$ cat src/rtl/alu_exec_stage_pkg.sv
// -----------------------------------------------------------------------------
// alu_exec_stage_pkg
// Shared constants for the ALU issue/writeback stage:
//   - 3-bit opcodes (ADD..XOR, LDI)
//   - FSM state encoding (IDLE, EXEC, WB)
//   - result written when a divide has a zero divisor
//   - helper that picks the written-back value in EXEC
// -----------------------------------------------------------------------------
package alu_exec_stage_pkg;

  localparam logic [2:0] OP_ADD = 3'b000;
  localparam logic [2:0] OP_SUB = 3'b001;
  localparam logic [2:0] OP_MUL = 3'b010;
  localparam logic [2:0] OP_DIV = 3'b011;
  localparam logic [2:0] OP_AND = 3'b100;
  localparam logic [2:0] OP_OR  = 3'b101;
  localparam logic [2:0] OP_XOR = 3'b110;
  localparam logic [2:0] OP_LDI = 3'b111;

  localparam logic [1:0] ST_IDLE = 2'd0;
  localparam logic [1:0] ST_EXEC = 2'd1;
  localparam logic [1:0] ST_WB   = 2'd2;

  localparam logic [7:0] DIV0_FILL = 8'hFF;

  // Load-immediate and divide-by-zero bypass the ALU; everything else
  // takes the ALU's truncated 8-bit result as-is.
  function automatic logic [7:0] select_result(input logic [2:0] op,
                                               input logic       div0,
                                               input logic [7:0] imm,
                                               input logic [7:0] alu_res);
    if (op == OP_LDI)   return imm;
    else if (div0)      return DIV0_FILL;
    else                return alu_res;
  endfunction

endpackage

$ cat src/rtl/alu_exec_stage_if.sv
// -----------------------------------------------------------------------------
// alu_exec_stage_if
// Bundles the three buses of the stage:
//   in_*  : instruction handshake from upstream (valid/ready)
//   alu_* : registered operands/operation to the ALU, result/carry back
//   out_* : writeback result handshake to downstream (valid/ready)
// Modports:
//   slave  : the exec stage itself
//   master : the surrounding environment (upstream, ALU, downstream)
// -----------------------------------------------------------------------------
interface alu_exec_stage_if #(
  parameter int NREGS = 4
);
  localparam int AW = $clog2(NREGS);

  logic          in_valid;
  logic          in_ready;
  logic [2:0]    in_op;
  logic [AW-1:0] in_rd;
  logic [AW-1:0] in_rs1;
  logic [AW-1:0] in_rs2;
  logic [7:0]    in_imm;

  logic [7:0]    alu_operand1;
  logic [7:0]    alu_operand2;
  logic [2:0]    alu_operation;
  logic [7:0]    alu_result;
  logic          alu_carry;

  logic          out_valid;
  logic          out_ready;
  logic [7:0]    out_result;
  logic [AW-1:0] out_rd;
  logic          out_carry;
  logic          out_zero;
  logic          out_div0;

  modport slave (
    input  in_valid, in_op, in_rd, in_rs1, in_rs2, in_imm,
    input  alu_result, alu_carry, out_ready,
    output in_ready, alu_operand1, alu_operand2, alu_operation,
    output out_valid, out_result, out_rd, out_carry, out_zero, out_div0
  );

  modport master (
    output in_valid, in_op, in_rd, in_rs1, in_rs2, in_imm,
    output alu_result, alu_carry, out_ready,
    input  in_ready, alu_operand1, alu_operand2, alu_operation,
    input  out_valid, out_result, out_rd, out_carry, out_zero, out_div0
  );

endinterface

$ cat src/rtl/alu_exec_stage_regfile.sv
// -----------------------------------------------------------------------------
// regfile_nx8
// NREGS x 8-bit register file, two combinational read ports, one write port.
// Ports:
//   clk, rst_n            : clock, synchronous active-low reset
//   i_rd_addr1/2          : read addresses
//   o_rd_data1/2          : read data (pre-write value in the write cycle)
//   i_we, i_wr_addr/data  : write enable, address, data
// -----------------------------------------------------------------------------
module regfile_nx8 #(
  parameter int         NREGS     = 4,
  parameter logic [7:0] RESET_VAL = 8'h00,
  localparam int        AW        = $clog2(NREGS)
) (
  input  logic          clk,
  input  logic          rst_n,
  input  logic [AW-1:0] i_rd_addr1,
  input  logic [AW-1:0] i_rd_addr2,
  output logic [7:0]    o_rd_data1,
  output logic [7:0]    o_rd_data2,
  input  logic          i_we,
  input  logic [AW-1:0] i_wr_addr,
  input  logic [7:0]    i_wr_data
);

  logic [7:0] r_mem [NREGS];

  assign o_rd_data1 = r_mem[i_rd_addr1];
  assign o_rd_data2 = r_mem[i_rd_addr2];

  // NOTE: this array is reset entry by entry, so it maps to flops rather than
  // a RAM macro; reset takes priority so a reset during a write discards it.
  always_ff @(posedge clk) begin
    if (!rst_n) begin
      for (int i = 0; i < NREGS; i++) r_mem[i] <= RESET_VAL;
    end else if (i_we) begin
      r_mem[i_wr_addr] <= i_wr_data;
    end
  end

endmodule

$ cat src/rtl/alu_exec_stage.sv
// -----------------------------------------------------------------------------
// alu_exec_stage
// Issue/writeback stage in front of an external combinational 8-bit ALU.
// Accepts one instruction per handshake, reads two sources from a small
// register file, drives registered operands to the ALU, captures the result
// one cycle later, writes it back and offers it downstream until accepted.
// Ports:
//   clk, rst_n : clock, synchronous active-low reset
//   bus        : alu_exec_stage_if.slave (in_*, alu_*, out_* buses)
// -----------------------------------------------------------------------------
module alu_exec_stage
  import alu_exec_stage_pkg::*;
#(
  parameter int         NREGS     = 4,
  parameter logic [7:0] RESET_VAL = 8'h00,
  localparam int        AW        = $clog2(NREGS)
) (
  input  logic            clk,
  input  logic            rst_n,
  alu_exec_stage_if.slave bus
);

  logic [1:0]    r_state;
  logic [AW-1:0] r_rd;
  logic [7:0]    r_imm;
  logic [7:0]    r_operand1;
  logic [7:0]    r_operand2;
  logic [2:0]    r_operation;
  logic [7:0]    r_out_result;
  logic [AW-1:0] r_out_rd;
  logic          r_out_carry;
  logic          r_out_zero;
  logic          r_out_div0;

  logic [7:0]    w_rd_data1;
  logic [7:0]    w_rd_data2;
  logic          w_div0;
  logic          w_carry;
  logic [7:0]    w_result;
  logic          w_we;

  // Write-back happens only in EXEC; the regfile's own reset overrides it.
  assign w_we = (r_state == ST_EXEC);

  regfile_nx8 #(
    .NREGS     (NREGS),
    .RESET_VAL (RESET_VAL)
  ) u_regfile (
    .clk        (clk),
    .rst_n      (rst_n),
    .i_rd_addr1 (bus.in_rs1),
    .i_rd_addr2 (bus.in_rs2),
    .o_rd_data1 (w_rd_data1),
    .o_rd_data2 (w_rd_data2),
    .i_we       (w_we),
    .i_wr_addr  (r_rd),
    .i_wr_data  (w_result)
  );

  // NOTE: every always_comb output gets a default first so no path leaves it
  // unassigned, which would otherwise infer a latch.
  always_comb begin
    w_div0   = 1'b0;
    w_carry  = 1'b0;
    if (r_operation == OP_DIV && r_operand2 == 8'h00) w_div0 = 1'b1;
    if (r_operation == OP_ADD) w_carry = bus.alu_carry;
    w_result = select_result(r_operation, w_div0, r_imm, bus.alu_result);
  end

  // NOTE: sequential state uses non-blocking assignments so every register
  // samples the pre-edge values, independent of statement order.
  always_ff @(posedge clk) begin
    if (!rst_n) begin
      r_state      <= ST_IDLE;
      r_rd         <= '0;
      r_imm        <= 8'h00;
      r_operand1   <= 8'h00;
      r_operand2   <= 8'h00;
      r_operation  <= 3'b000;
      r_out_result <= 8'h00;
      r_out_rd     <= '0;
      r_out_carry  <= 1'b0;
      r_out_zero   <= 1'b0;
      r_out_div0   <= 1'b0;
    end else begin
      case (r_state)
        ST_IDLE: begin
          if (bus.in_valid) begin
            r_rd        <= bus.in_rd;
            r_imm       <= bus.in_imm;
            r_operand1  <= w_rd_data1;
            r_operand2  <= w_rd_data2;
            r_operation <= bus.in_op;
            r_state     <= ST_EXEC;
          end
        end
        ST_EXEC: begin
          r_out_result <= w_result;
          r_out_rd     <= r_rd;
          r_out_carry  <= w_carry;
          r_out_zero   <= (w_result == 8'h00);
          r_out_div0   <= w_div0;
          r_state      <= ST_WB;
        end
        ST_WB: begin
          if (bus.out_ready) r_state <= ST_IDLE;
        end
        default: r_state <= ST_IDLE;
      endcase
    end
  end

  assign bus.in_ready      = (r_state == ST_IDLE);
  assign bus.out_valid     = (r_state == ST_WB);
  assign bus.alu_operand1  = r_operand1;
  assign bus.alu_operand2  = r_operand2;
  assign bus.alu_operation = r_operation;
  assign bus.out_result    = r_out_result;
  assign bus.out_rd        = r_out_rd;
  assign bus.out_carry     = r_out_carry;
  assign bus.out_zero      = r_out_zero;
  assign bus.out_div0      = r_out_div0;

endmodule

$ cat src/flat_wrapper.sv
// flat-port wrapper written by rule: the top's interface ports become plain ports
module alu_exec_stage_flat import alu_exec_stage_pkg::*;
#(
  parameter int         NREGS     = 4,
  parameter logic [7:0] RESET_VAL = 8'h00,
  localparam int        AW        = $clog2(NREGS)
)
  (clk, rst_n, bus_in_valid, bus_in_op, bus_in_rd, bus_in_rs1, bus_in_rs2, bus_in_imm, bus_alu_result, bus_alu_carry, bus_out_ready, bus_in_ready, bus_alu_operand1, bus_alu_operand2, bus_alu_operation, bus_out_valid, bus_out_result, bus_out_rd, bus_out_carry, bus_out_zero, bus_out_div0);
  alu_exec_stage_if #(.NREGS(NREGS)) bus_i ();
  input  logic clk;
  input  logic rst_n;
  input wire logic [$bits(bus_i.in_valid)-1:0] bus_in_valid;
  input wire logic [$bits(bus_i.in_op)-1:0] bus_in_op;
  input wire logic [$bits(bus_i.in_rd)-1:0] bus_in_rd;
  input wire logic [$bits(bus_i.in_rs1)-1:0] bus_in_rs1;
  input wire logic [$bits(bus_i.in_rs2)-1:0] bus_in_rs2;
  input wire logic [$bits(bus_i.in_imm)-1:0] bus_in_imm;
  input wire logic [$bits(bus_i.alu_result)-1:0] bus_alu_result;
  input wire logic [$bits(bus_i.alu_carry)-1:0] bus_alu_carry;
  input wire logic [$bits(bus_i.out_ready)-1:0] bus_out_ready;
  output wire logic [$bits(bus_i.in_ready)-1:0] bus_in_ready;
  output wire logic [$bits(bus_i.alu_operand1)-1:0] bus_alu_operand1;
  output wire logic [$bits(bus_i.alu_operand2)-1:0] bus_alu_operand2;
  output wire logic [$bits(bus_i.alu_operation)-1:0] bus_alu_operation;
  output wire logic [$bits(bus_i.out_valid)-1:0] bus_out_valid;
  output wire logic [$bits(bus_i.out_result)-1:0] bus_out_result;
  output wire logic [$bits(bus_i.out_rd)-1:0] bus_out_rd;
  output wire logic [$bits(bus_i.out_carry)-1:0] bus_out_carry;
  output wire logic [$bits(bus_i.out_zero)-1:0] bus_out_zero;
  output wire logic [$bits(bus_i.out_div0)-1:0] bus_out_div0;
  assign bus_i.in_valid = bus_in_valid;
  assign bus_i.in_op = bus_in_op;
  assign bus_i.in_rd = bus_in_rd;
  assign bus_i.in_rs1 = bus_in_rs1;
  assign bus_i.in_rs2 = bus_in_rs2;
  assign bus_i.in_imm = bus_in_imm;
  assign bus_i.alu_result = bus_alu_result;
  assign bus_i.alu_carry = bus_alu_carry;
  assign bus_i.out_ready = bus_out_ready;
  assign bus_in_ready = bus_i.in_ready;
  assign bus_alu_operand1 = bus_i.alu_operand1;
  assign bus_alu_operand2 = bus_i.alu_operand2;
  assign bus_alu_operation = bus_i.alu_operation;
  assign bus_out_valid = bus_i.out_valid;
  assign bus_out_result = bus_i.out_result;
  assign bus_out_rd = bus_i.out_rd;
  assign bus_out_carry = bus_i.out_carry;
  assign bus_out_zero = bus_i.out_zero;
  assign bus_out_div0 = bus_i.out_div0;
  alu_exec_stage #(.NREGS(NREGS), .RESET_VAL(RESET_VAL)) u_core (.clk(clk), .rst_n(rst_n), .bus(bus_i));
endmodule
$ cat config.mk
export PLATFORM = sky130hd
export DESIGN_NAME = alu_exec_stage_flat
export DESIGN_NICKNAME = d
export VERILOG_FILES = /design/src/rtl/alu_exec_stage_pkg.sv /design/src/rtl/alu_exec_stage_if.sv /design/src/rtl/alu_exec_stage_regfile.sv /design/src/rtl/alu_exec_stage.sv /design/src/flat_wrapper.sv
export SDC_FILE = /design/constraint.sdc
export NUM_CORES = 1
export LEC_CHECK = 0
export BUFFER_PORTS_ARGS = -buffer_cell sky130_fd_sc_hd__buf_2
export CAP_MARGIN = 20
export CORE_MARGIN = 2
export CORE_UTILIZATION = 30
export DETAILED_ROUTE_END_ITERATION = 10
export HOLD_SLACK_MARGIN = 0.08
export SLEW_MARGIN = 10
export SYNTH_ARGS = -nofsm -noshare
export SYNTH_HDL_FRONTEND = slang
export SYNTH_HIERARCHICAL = 1
export SYNTH_SLANG_ARGS = --single-unit
$ cat constraint.sdc
create_clock -name clk -period 2.25 [get_ports clk]
set_input_delay 0.1125 -clock clk [delete_from_list [all_inputs] [get_ports clk]]
set_output_delay 0.1125 -clock clk [all_outputs]
set_load 0.02 [all_outputs]
==> results.py, run 1 <==
metrics = {
    "status": {
        "status": "finished clean",
    },
    "worst_setup_path": {
        "ff2ff_path_depth": 4,
        "critPathKind": "reg2reg",
        "rr_endpoint": "u_core/u_regfile/r_mem[3][6]",
        "rrSetupSlack_ns": 0.32,
        "cp_max_fo": 6,
        "critPathArrivalTime_ns": 2.14,
        "r2r-start": "u_core/bus.alu_operand2[1]",
        "endpoint_kind": "flip-flop",
        "startpoint_type": "flip-flop",
        "crit_required_ns": 2.45,
    },
    "yosys": {
        "synth_cell_types": 35,
        "synth.most_common_cell": "nand2_1",
        "synth_top_cell_area_share_pct": 27.8,
        "syn_nets": 346,
        "synthFlopType": "dfxtp_1",
        "synthesis.area_sq_um": 3460,
        "synthTopCellsByCount": "nand2_1 (82), dfxtp_1 (44), a21boi_0 (38), edfxtp_1 (32), and2_1 (26)",
        "syn_inst": 316,
        "synthTopCellsByArea": "edfxtp_1 (28%), dfxtp_1 (25%), mux4_2 (10%)",
        "synth-seq-area-share_pct": 53.3,
        "synth.avg_cell_area_sq_um": 10.9,
        "synthArstFlopShare_pct": 0,
        "ys_seq_elements": 76,
        "yosysTopAreaCell": "edfxtp_1",
        "yosys_warnings": 6,
        "synth-edff-count": 32,
    },
    "pwr": {
        "pwr-share-seq_pct": 46.1,
        "p_int_mw": 2.57,
        "pwr-share-clk_pct": 42.2,
        "ir_worst_vdd_mv": 0.463,
        "switching_share_pct": 24.2,
        "p_comb_share_pct": 11.8,
        "p_per_area_nw_per_um2": 771,
        "power_switching_uw": 821,
        "p_leak_nw": 1.79,
    },
    "hold_path": {
        "worstHoldEndpoint": "u_core/bus.out_carry",
        "hold_class": "in2reg",
        "hp-start": "bus_alu_carry",
        "hold-path-cell-count": 4,
    },
    "clock_tree": {
        "clkSinkCount": 76,
        "post_cts_buffers": 0,
        "htree_levels": 3,
        "cts_root_buffer": "clkbuf_16",
        "clkTransAtPathRegs_ns": 0.06,
        "cts_tree": "yes",
        "cts_buffers": 9,
        "cts.path.max_buffers": 2,
        "clk-insertion-delay-late_ns": 0.33,
    },
    "job": {
        "maxCapViolCount": 0,
    },
    "global_routing": {
        "grt_max_degree": 30,
        "antenna_found_initial": 0,
        "overflow": 0,
        "grt_pass1_wl_microns": 14700,
        "track_usage_pct": 15.5,
        "grt_pass1_vias": 2683,
    },
    "floorplan": {
        "die_w_microns": 111,
        "io_pins": 64,
        "die_y_microns": 111,
        "start_util_pct": 30.5,
        "core_area_sq_um": 11300,
        "row_count": 39,
        "fp.dieArea_sq_um": 12400,
    },
    "timing": {
        "setup_viol_count_final": 0,
        "rsz0062_at_grt": "no",
        "worst_slew_pin_slew_ns": 0.673,
        "min_period_ns": 1.93,
        "slew_headroom_pct": 54.7,
        "finClkSkew_ns": 0.00615,
        "hold_violations": 0,
        "fmax_mhz": 518,
        "fin_setup_tns_ns": 0,
        "slew_viol_final": 0,
        "period_share_pct": 85.9,
    },
    "finish": {
        "fin_nets": 425,
        "areaGrowthSynthToFinish_pct": 27.0,
        "layout-drive-gt1-share_pct": 28.2,
        "insertedDiodeCount": 0,
        "nFillCells": 1142,
        "final_util_pct": 38.8,
    },
    "route": {
        "drt_first_pass_iters": 4,
        "vias": 2633,
        "ant_nets": 0,
        "drc": 0,
        "viasPerCell": 4.85,
        "totalWireLength_microns": 9180,
        "drt_iter0_drc": 202,
        "wl_per_cell_microns": 16.9,
    },
    "place": {
        "dp_hpwl_microns": 6360,
        "io_buffer_count": 63,
        "gp_congestion": 0.750,
    },
}
## worst max path at each step
stage | start | to | slack (ns) | cells after the start
3_5_place_dp | u_core/bus.alu_operand2[1] | u_core/bus.out_result[6] | 0.34 | 5
2_1_floorplan | u_core/r_state[1] | u_core/u_regfile/r_mem[2][0] | 0.35 | 5
3_3_place_gp | u_core/bus.alu_operand2[1] | u_core/u_regfile/r_mem[3][6] | 0.47 | 4
6_report | u_core/bus.alu_operand2[1] | u_core/u_regfile/r_mem[3][6] | 0.32 | 4
4_1_cts | u_core/bus.alu_operand2[1] | u_core/u_regfile/r_mem[3][6] | 0.31 | 4
5_1_grt | u_core/bus.alu_operand2[1] | u_core/u_regfile/r_mem[3][6] | 0.17 | 4
## placed cells by master, fill, tap and decap left out
cell	count
mux2i_1	1
nor3_1	6
buf_4	9
nand3_2	1
nand3b_1	1
and4bb_2	2
o21a_1	1
dlygate4sd3_1	15
nand2_1	82
and4b_1	2
o21ai_0	3
and3_1	11
edfxtp_1	32
clkbuf_16	11
a21boi_0	38
dfxtp_1	44
clkbuf_1	3
a31oi_1	2
o22a_2	5
buf_2	63
clkinv_2	1
o22a_1	1
nor4_1	1
nor2_1	3
o31ai_2	1
o22ai_1	1
a21oi_1	1
and2_1	26
o211a_1	1
nor2b_1	2
clkinv_4	1
or3_1	1
mux4_2	16
buf_12	1
nor4b_1	1
nand3_1	4
a31o_2	2
inv_1	2
nand2b_1	2
## worst max-delay path, cell delays in order, from the launching register on
cell and delay [ns]:
dfxtp_1 0.32, nor4_1 0.62, a31oi_1 0.16, a21oi_1 0.47, and3_1 0.23
## flip-flops by register name, summed over array words and instances, names as in the netlist
register,flops
u_core/u_regfile/r_mem,32
u_core/bus.alu_operand1,8
u_core/bus.alu_operand2,8
u_core/bus.out_result,8
u_core/r_imm,8
u_core/bus.alu_operation,3
u_core/bus.out_rd,2
u_core/r_rd,2
u_core/r_state,2
u_core/bus.out_carry,1
u_core/bus.out_div0,1
u_core/bus.out_zero,1
## final cells by class
type | count | area (sq um) | area share, %
Sequential cell | 76 | 1840 | 41.9
Multi-Input combinational cell | 218 | 1510 | 34.4
Timing Repair Buffer | 88 | 553 | 12.6
Clock buffer | 14 | 287 | 6.52
Tap cell | 143 | 179 | 4.07
Clock inverter | 2 | 13.8 | 0.313
Inverter | 2 | 7.51 | 0.171
## repair_timing
| item | in CTS | in global routing |
|---|---|---|
| resized for setup | 0 | 0 |
| endpoints found under the hold margin | 15 | 0 |
| hold buffers | 15 | 0 |
## layer usage
layer | wire length [microns] | GRT usage (%) | share of wire [%]
met1 | 3830 | 20.0 | 42
met2 | 4620 | 25.5 | 50
met3 | 585 | 2.89 | 6.4
met4 | 153 | 6.75 | 1.7
met5 | 0 | 0 | 0
## stage by stage
step / worst slack [ns] / hold slack (ns) / cell area (sq um) / power [mW] / std cells
3_5_place_dp: 0.339 / 0.372 / 3940 / 1.97 / 512
4_1_cts: 0.308 / 0.220 / 4390 / 3.43 / 543
6_report: 0.318 / 0.231 / 4390 / 3.39 / 543
2_1_floorplan: 0.346 / 0.257 / 3460 / 1.82 / 316
5_1_grt: 0.170 / 0.243 / 4390 / 3.53 / 543
3_3_place_gp: 0.470 / 0.362 / 3940 / 1.96 / 512
## cells by family (layout without fill, tap and decap cells)
group                  Yosys count  in the layout  synth area share [%]
AND/OR/NAND/NOR                145            145                  20.5
buffers and inverters           22            106                  3.08
multiplexers                    17             17                  10.7
AO/OA/AOI/OAI                   56             56                  12.4
flip-flops                      76             76                  53.3
## power by group through the flow
stage	Combinational [mW]	Clock, mW	Sequential [mW]
finish	0.399	1.43	1.56
CTS	0.403	1.46	1.56
global route	0.436	1.53	1.57
detailed placement	0.382	0	1.59
global placement	0.377	0	1.58
floorplan	0.209	0	1.61
Note: power is estimated with default switching activity, not from simulation.
==> inputs of run 2 (changes only) <==
--- a/config.mk
+++ b/config.mk
@@ -11,8 +11,8 @@
 export CORE_UTILIZATION = 30
 export DETAILED_ROUTE_END_ITERATION = 10
 export HOLD_SLACK_MARGIN = 0.08
+export MAX_ROUTING_LAYER = met4
 export SLEW_MARGIN = 10
 export SYNTH_ARGS = -nofsm -noshare
 export SYNTH_HDL_FRONTEND = slang
-export SYNTH_HIERARCHICAL = 1
 export SYNTH_SLANG_ARGS = --single-unit
==> run 2 against run 1 <==
Compared with the run above:
- routed wire length down 14%
- power down 9.3%
- cell count down 2.8%
- clock-buffer cell count down 5
- sequential cell count unchanged
- register-to-register slack better by 0.08 ns
- hold slack worse by 0.094 ns
- core utilization down 0.49 points
- sequential share of layout area up 2.2 points
- via count down 7.2%
- maximum frequency up 4.3%
- highest routed layer unchanged
==> results.py, run 2 <==
metrics = {
    "place": {
        "dp_hpwl_microns": 5810,
        "gp_congestion": 0.794,
        "io_buffer_count": 63,
    },
    "worst_setup_path": {
        "path_delay_family": "simple AND/OR/NAND/NOR gates",
        "critPathArrivalTime_ns": 2.01,
        "rrSetupSlack_ns": 0.40,
        "rr_endpoint": "u_core.u_regfile.r_mem[0][6]",
        "startpoint_type": "flip-flop",
        "crit_required_ns": 2.41,
        "max_stage_delay_ns": 0.50,
        "endpoint_kind": "flip-flop",
        "ff2ff_path_depth": 4,
        "cp_cell_sequence": "nor3_1 -> nand3_4 -> a31o_4 -> nor3_1",
        "crit_slowest_cell": "nor3_1",
        "cp_max_fo": 9,
        "critPathKind": "reg2reg",
        "r2r-start": "u_core.bus.alu_operand2[0]",
        "crit_buf_inv": 0,
        "path_common_cell": "nor3_1",
    },
    "pwr": {
        "p_per_area_nw_per_um2": 736,
        "power_switching_uw": 775,
        "ir_worst_vdd_mv": 0.306,
        "p_total_mw": 3.07,
        "pwr-share-clk_pct": 37.0,
        "pwr-share-seq_pct": 50.7,
        "switching_share_pct": 25.2,
        "p_int_mw": 2.30,
        "p_comb_share_pct": 12.4,
        "p_leak_nw": 1.72,
    },
    "finish": {
        "largest_reg_flops": 32,
        "regMostFlops": "u_core.u_regfile.r_mem",
        "fin_nets": 413,
        "insertedDiodeCount": 0,
        "final_cell_mix": "nand2_1 (79), buf_2 (63), dfxtp_1 (44)",
        "layout-drive-gt1-share_pct": 28.1,
        "final_common_cell": "nand2_1",
        "areaGrowthSynthToFinish_pct": 24.1,
    },
    "timing": {
        "setup_viol_count_final": 0,
        "fin_setup_tns_ns": 0,
        "min_period_ns": 1.85,
        "rsz0062_at_grt": "no",
        "hold_violations": 0,
        "slew_viol_final": 0,
        "finClkSkew_ns": 0.00836,
        "fmax_mhz": 540,
        "slew_headroom_pct": 61.5,
        "worst_slew_pin_slew_ns": 0.572,
        "period_share_pct": 82.4,
    },
    "yosys": {
        "synthArstFlopShare_pct": 0,
        "yosysTopAreaCell": "edfxtp_1",
        "synth-edff-count": 32,
        "synthTopCellsByCount": "nand2_1 (79), dfxtp_1 (44), a21boi_0 (32), edfxtp_1 (32), nor2_1 (32)",
        "synth_compound_area_share_pct": 12.2,
        "synth.area.mux_share_pct": 10.7,
        "synth_top_cell_area_share_pct": 28.6,
        "synth_cell_types": 36,
        "synth-seq-area-share_pct": 54.8,
        "ys_seq_elements": 76,
        "synth_top_family_by_area": "simple AND/OR/NAND/NOR gates",
        "syn_inst": 307,
        "synth.most_common_cell": "nand2_1",
        "synth-xor-area-share_pct": 0,
        "synthSimpleGateAreaFrac_pct": 19.2,
        "syn_nets": 337,
        "synth.avg_cell_area_sq_um": 10.9,
        "synthFlopType": "dfxtp_1",
        "synth_fa_ha_area_share_pct": 0,
        "synthesis.area_sq_um": 3360,
        "synthTopCellsByArea": "edfxtp_1 (29%), dfxtp_1 (26%), mux4_2 (11%)",
        "yosys_warnings": 0,
    },
    "hold_path": {
        "hp-start": "rst_n",
        "hold-path-cell-count": 2,
        "worstHoldEndpoint": "u_core.r_imm[6]",
        "hold_class": "in2reg",
    },
    "floorplan": {
        "fp.dieArea_sq_um": 12100,
        "row_count": 38,
        "die_y_microns": 110,
        "start_util_pct": 30.9,
        "core_area_sq_um": 10900,
        "die_w_microns": 110,
        "io_pins": 64,
    },
    "route": {
        "vias": 2444,
        "drt_first_pass_iters": 4,
        "ant_nets": 0,
        "wl_per_cell_microns": 15.0,
        "viasPerCell": 4.63,
        "drc": 0,
        "drt_iter0_drc": 112,
        "totalWireLength_microns": 7890,
    },
    "clock_tree": {
        "clkSinkCount": 76,
        "cts_buffers": 9,
        "cts.path.max_buffers": 2,
        "cts_tree": "yes",
        "cts_root_buffer": "clkbuf_8",
        "clkTransAtPathRegs_ns": 0.08,
        "clk-insertion-delay-late_ns": 0.35,
        "htree_levels": 3,
    },
    "global_routing": {
        "grt_pass1_vias": 2483,
        "grt_pass1_wl_microns": 12600,
        "track_usage_pct": 14.5,
        "antenna_found_initial": 0,
        "overflow": 0,
        "grt_max_degree": 29,
    },
    "job": {
        "maxCapViolCount": 0,
    },
    "status": {
        "status": "finished clean",
    },
}
run 2: timing repair:
action | in CTS | in global routing
gates resized for setup | 0 | 0
hold buffers | 15 | 0
setup buffers | 0 | 0
endpoints found under the hold margin | 15 | 0
run 2: cell type report:
| type | count | area [sq um] |
|---|---|---|
| Clock inverter | 7 | 90.1 |
| Tap cell | 140 | 175 |
| Multi-Input combinational cell | 208 | 1410 |
| Inverter | 4 | 15.0 |
| Clock buffer | 9 | 124 |
| Fill cell | 1068 | 6720 |
| Sequential cell | 76 | 1840 |
| Timing Repair Buffer | 84 | 510 |
run 2: per-stage QoR:
| step | cells | setup slack, ns | instance area, sq um | util (%) | hold WS (ns) |
|---|---|---|---|---|---|
| finish | 528 | 0.397 | 4170 | 38.3 | 0.137 |
| global route | 528 | 0.305 | 4170 | 38.3 | 0.150 |
| CTS | 528 | 0.454 | 4170 | 38.3 | 0.137 |
| detailed placement | 497 | 0.468 | 3810 | 35.0 | 0.376 |
| global placement | 497 | 0.530 | 3810 | 35.0 | 0.361 |
| floorplan | 307 | 0.485 | 3360 | - | 0.257 |
run 2: cell families after synthesis:
family,after synthesis
simple gates,142
flops,76
compound gates,50
buf+inv,23
mux,16
run 2: power groups by stage:
stage	sequential (mW)	combinational, mW	clock, mW
2_1_floorplan	1.61	0.215	0
3_3_place_gp	1.58	0.362	0
3_5_place_dp	1.59	0.365	0
4_1_cts	1.56	0.386	1.16
5_1_grt	1.57	0.417	1.20
6_report	1.56	0.379	1.14
run 2: per-layer routing:
metal / vias to the layer above / wire (microns) / part of all wire [%] / track usage, %
li1: 1226 / - / - / -
met1: 1134 / 3490 / 44 / 17.1
met2: 69 / 3800 / 48 / 23.8
met3: 15 / 396 / 5.0 / 2.49
met4: 0 / 206 / 2.6 / 7.41
met5: - / 0 / 0 / -
run 2: worst max-delay path by stage:
stage	depth (start not counted)	slack, ns	end	startpoint
floorplan	3	0.48	u_core.u_regfile.r_mem[0][0]	u_core.r_rd[1]
global placement	4	0.53	u_core.u_regfile.r_mem[1][3]	u_core.r_state[1]
detailed placement	4	0.47	u_core.u_regfile.r_mem[1][0]	u_core.r_state[1]
CTS	4	0.45	u_core.u_regfile.r_mem[0][6]	u_core.bus.alu_operand2[0]
global route	4	0.30	u_core.u_regfile.r_mem[2][1]	u_core.r_state[0]
finish	4	0.40	u_core.u_regfile.r_mem[0][6]	u_core.bus.alu_operand2[0]
==> inputs of run 3 (changes only) <==
==> constraint.sdc (replaced) <==
create_clock -name clk -period 1.59 [get_ports clk]
set_input_delay 0.0795 -clock clk [delete_from_list [all_inputs] [get_ports clk]]
set_output_delay 0.0795 -clock clk [all_outputs]
set_load 0.02 [all_outputs]
==> run 3 against run 2 <==
Compared with the run above:
- cell count rose by 2.3%
- critical path type unchanged
- clock power grew 23%
- highest routed layer unchanged
- global-route usage up 0.27 points
- die area did not move
- via count rose by 2.7%
==> results.py, run 3 (synthesized netlist as in run 2, its figures left out) <==
metrics = {
    "pwr": {
        "pwr-share-clk_pct": 33.6,
        "p_int_mw": 3.11,
        "p_per_area_nw_per_um2": 978,
        "pwr-share-seq_pct": 52.9,
        "ir_worst_vdd_mv": 0.316,
        "p_total_mw": 4.17,
        "power_switching_mw": 1.07,
        "switching_share_pct": 25.5,
        "p_comb_share_pct": 13.5,
        "p_leak_nw": 1.76,
    },
    "clock_tree": {
        "clk-insertion-delay-late_ns": 0.35,
        "clkSinkCount": 76,
        "clkTransAtPathRegs_ns": 0.08,
        "cts_buffers": 9,
        "cts_tree": "yes",
        "cts_root_buffer": "clkbuf_8",
        "cts.path.max_buffers": 2,
        "htree_levels": 3,
    },
    "finish": {
        "nFillCells": 1098,
        "fin_nets": 425,
        "design_area_sq_um": 4260,
        "layout-drive-gt1-share_pct": 32.0,
        "insertedDiodeCount": 0,
        "final_common_cell": "nand2_1",
        "final_cell_mix": "nand2_1 (78), buf_2 (63), dfxtp_1 (41)",
        "areaGrowthSynthToFinish_pct": 26.9,
        "regMostFlops": "u_core.u_regfile.r_mem",
        "largest_reg_flops": 32,
    },
    "floorplan": {
        "row_count": 38,
        "die_w_microns": 110,
        "fp.dieArea_sq_um": 12100,
        "core_area_sq_um": 10900,
        "start_util_pct": 30.9,
        "io_pins": 64,
        "die_y_microns": 110,
    },
    "place": {
        "io_buffer_count": 63,
        "gp_congestion": 0.855,
        "dp_hpwl_microns": 6080,
        "placed_cell_area_sq_um": 3900,
    },
    "worst_setup_path": {
        "crit_required_ns": 1.80,
        "cp_cell_sequence": "nor4_4 -> nand3_4 -> o2bb2ai_2 -> or2_1 -> nor2_1",
        "max_stage_delay_ns": 0.35,
        "cp_max_fo": 9,
        "startpoint_type": "flip-flop",
        "critPathKind": "reg2reg",
        "critPathArrivalTime_ns": 1.79,
        "endpoint_kind": "flip-flop",
        "crit_slowest_cell": "dfxtp_1",
    },
    "global_routing": {
        "grt_pass1_vias": 2523,
        "grt_pass1_wl_microns": 13000,
        "antenna_found_initial": 0,
        "track_usage_pct": 14.8,
        "grt_max_degree": 31,
        "overflow": 0,
    },
    "route": {
        "viasPerCell": 4.65,
        "drc": 0,
        "ant_nets": 0,
        "drt_first_pass_iters": 4,
        "totalWireLength_microns": 8020,
        "wl_per_cell_microns": 14.9,
        "vias": 2511,
        "drt_iter0_drc": 180,
    },
    "timing": {
        "worst_slew_pin_slew_ns": 0.383,
        "rsz0062_at_grt": "yes",
        "period_share_pct": 99.5,
        "fmax_mhz": 632,
        "setup_viol_count_final": 0,
        "hold_violations": 0,
        "min_period_ns": 1.58,
        "slew_headroom_pct": 74.5,
        "slew_viol_final": 0,
        "finClkSkew_ns": 0.00910,
    },
    "status": {
        "status": "finished clean",
    },
    "hold_path": {
        "hold_class": "in2reg",
    },
    "job": {
        "maxCapViolCount": 0,
    },
}
-- run 3: changes by cell type in the layout (fill, tap and decap cells not counted), moves of 2 or more --
cell	change
buf_4	+11
o21ai_1	+2
dfxtp_1	-3
dfxtp_2	+3
nor3_1	-2
o21ai_0	-2
nor3_2	+2
-- run 3: metrics by stage --
step	utilization, %	hold WS [ns]	instances	TNS, ns	setup slack (ns)
after global routing	39.2	0.107	540	-0.325	-0.0680
after floorplan	-	0.224	307	0	0.0459
after CTS	39.0	0.0855	539	-0.0111	-0.0111
final	39.2	0.102	540	0	0.00862
after global placement	35.8	0.331	508	0	0.0578
after detailed placement	35.8	0.341	508	-0.00601	-0.00601
-- run 3: worst paths after layout --
check                                                start  slack [ns]                           end  cells past startpoint
worst min register to register    u_core.bus.out_result[1]        0.44      u_core.bus.out_result[1]                      2
worst max-delay path            u_core.bus.alu_operand2[3]       0.009  u_core.u_regfile.r_mem[0][2]                      5
worst min-delay path                                 rst_n        0.10               u_core.r_imm[4]                      2
worst max register to register  u_core.bus.alu_operand2[3]       0.009  u_core.u_regfile.r_mem[0][2]                      5
-- run 3: routing by layer --
layer	share of wire (%)	vias to the layer above	global-route usage, %
met4	2.4	0	6.78
li1	-	1249	-
met5	0	-	-
met3	4.5	17	2.55
met2	48	68	23.7
met1	45	1177	18.2
-- run 3: final cells by class --
class                      instances  area [sq um]  area share [%]
clock inverter                     6          55.1            1.29
clock buffer                      10           128            2.99
multi-input combinational        208          1430            33.6
sequential                        76          1850            43.3
timing repair buffer              96           613            14.4
tap                              140           175            4.11
inverter                           4          15.0           0.352
-- run 3: what timing repair did --
item	4_1_cts	5_1_grt
gates resized for setup	4	4
hold buffers	15	0
hold endpoints to repair	15	0
setup endpoints to repair	7	24
pin swaps	0	1
buffers inserted	0	1
-- run 3: power by group through the flow --
stage | sequential (mW) | combinational [mW] | clock [mW]
floorplan | 2.28 | 0.305 | 0
global route | 2.22 | 0.620 | 1.52
finish | 2.21 | 0.563 | 1.40
detailed placement | 2.25 | 0.540 | 0
global placement | 2.24 | 0.538 | 0
CTS | 2.20 | 0.570 | 1.44
-- run 3: worst max-delay path, delay by kind of cell (launching register included) --
kind / cells / cell delay, ns
and+or+nand+nor: 4 / 0.90
AOI/OAI and AO/OA: 1 / 0.20
DFF: 1 / 0.35
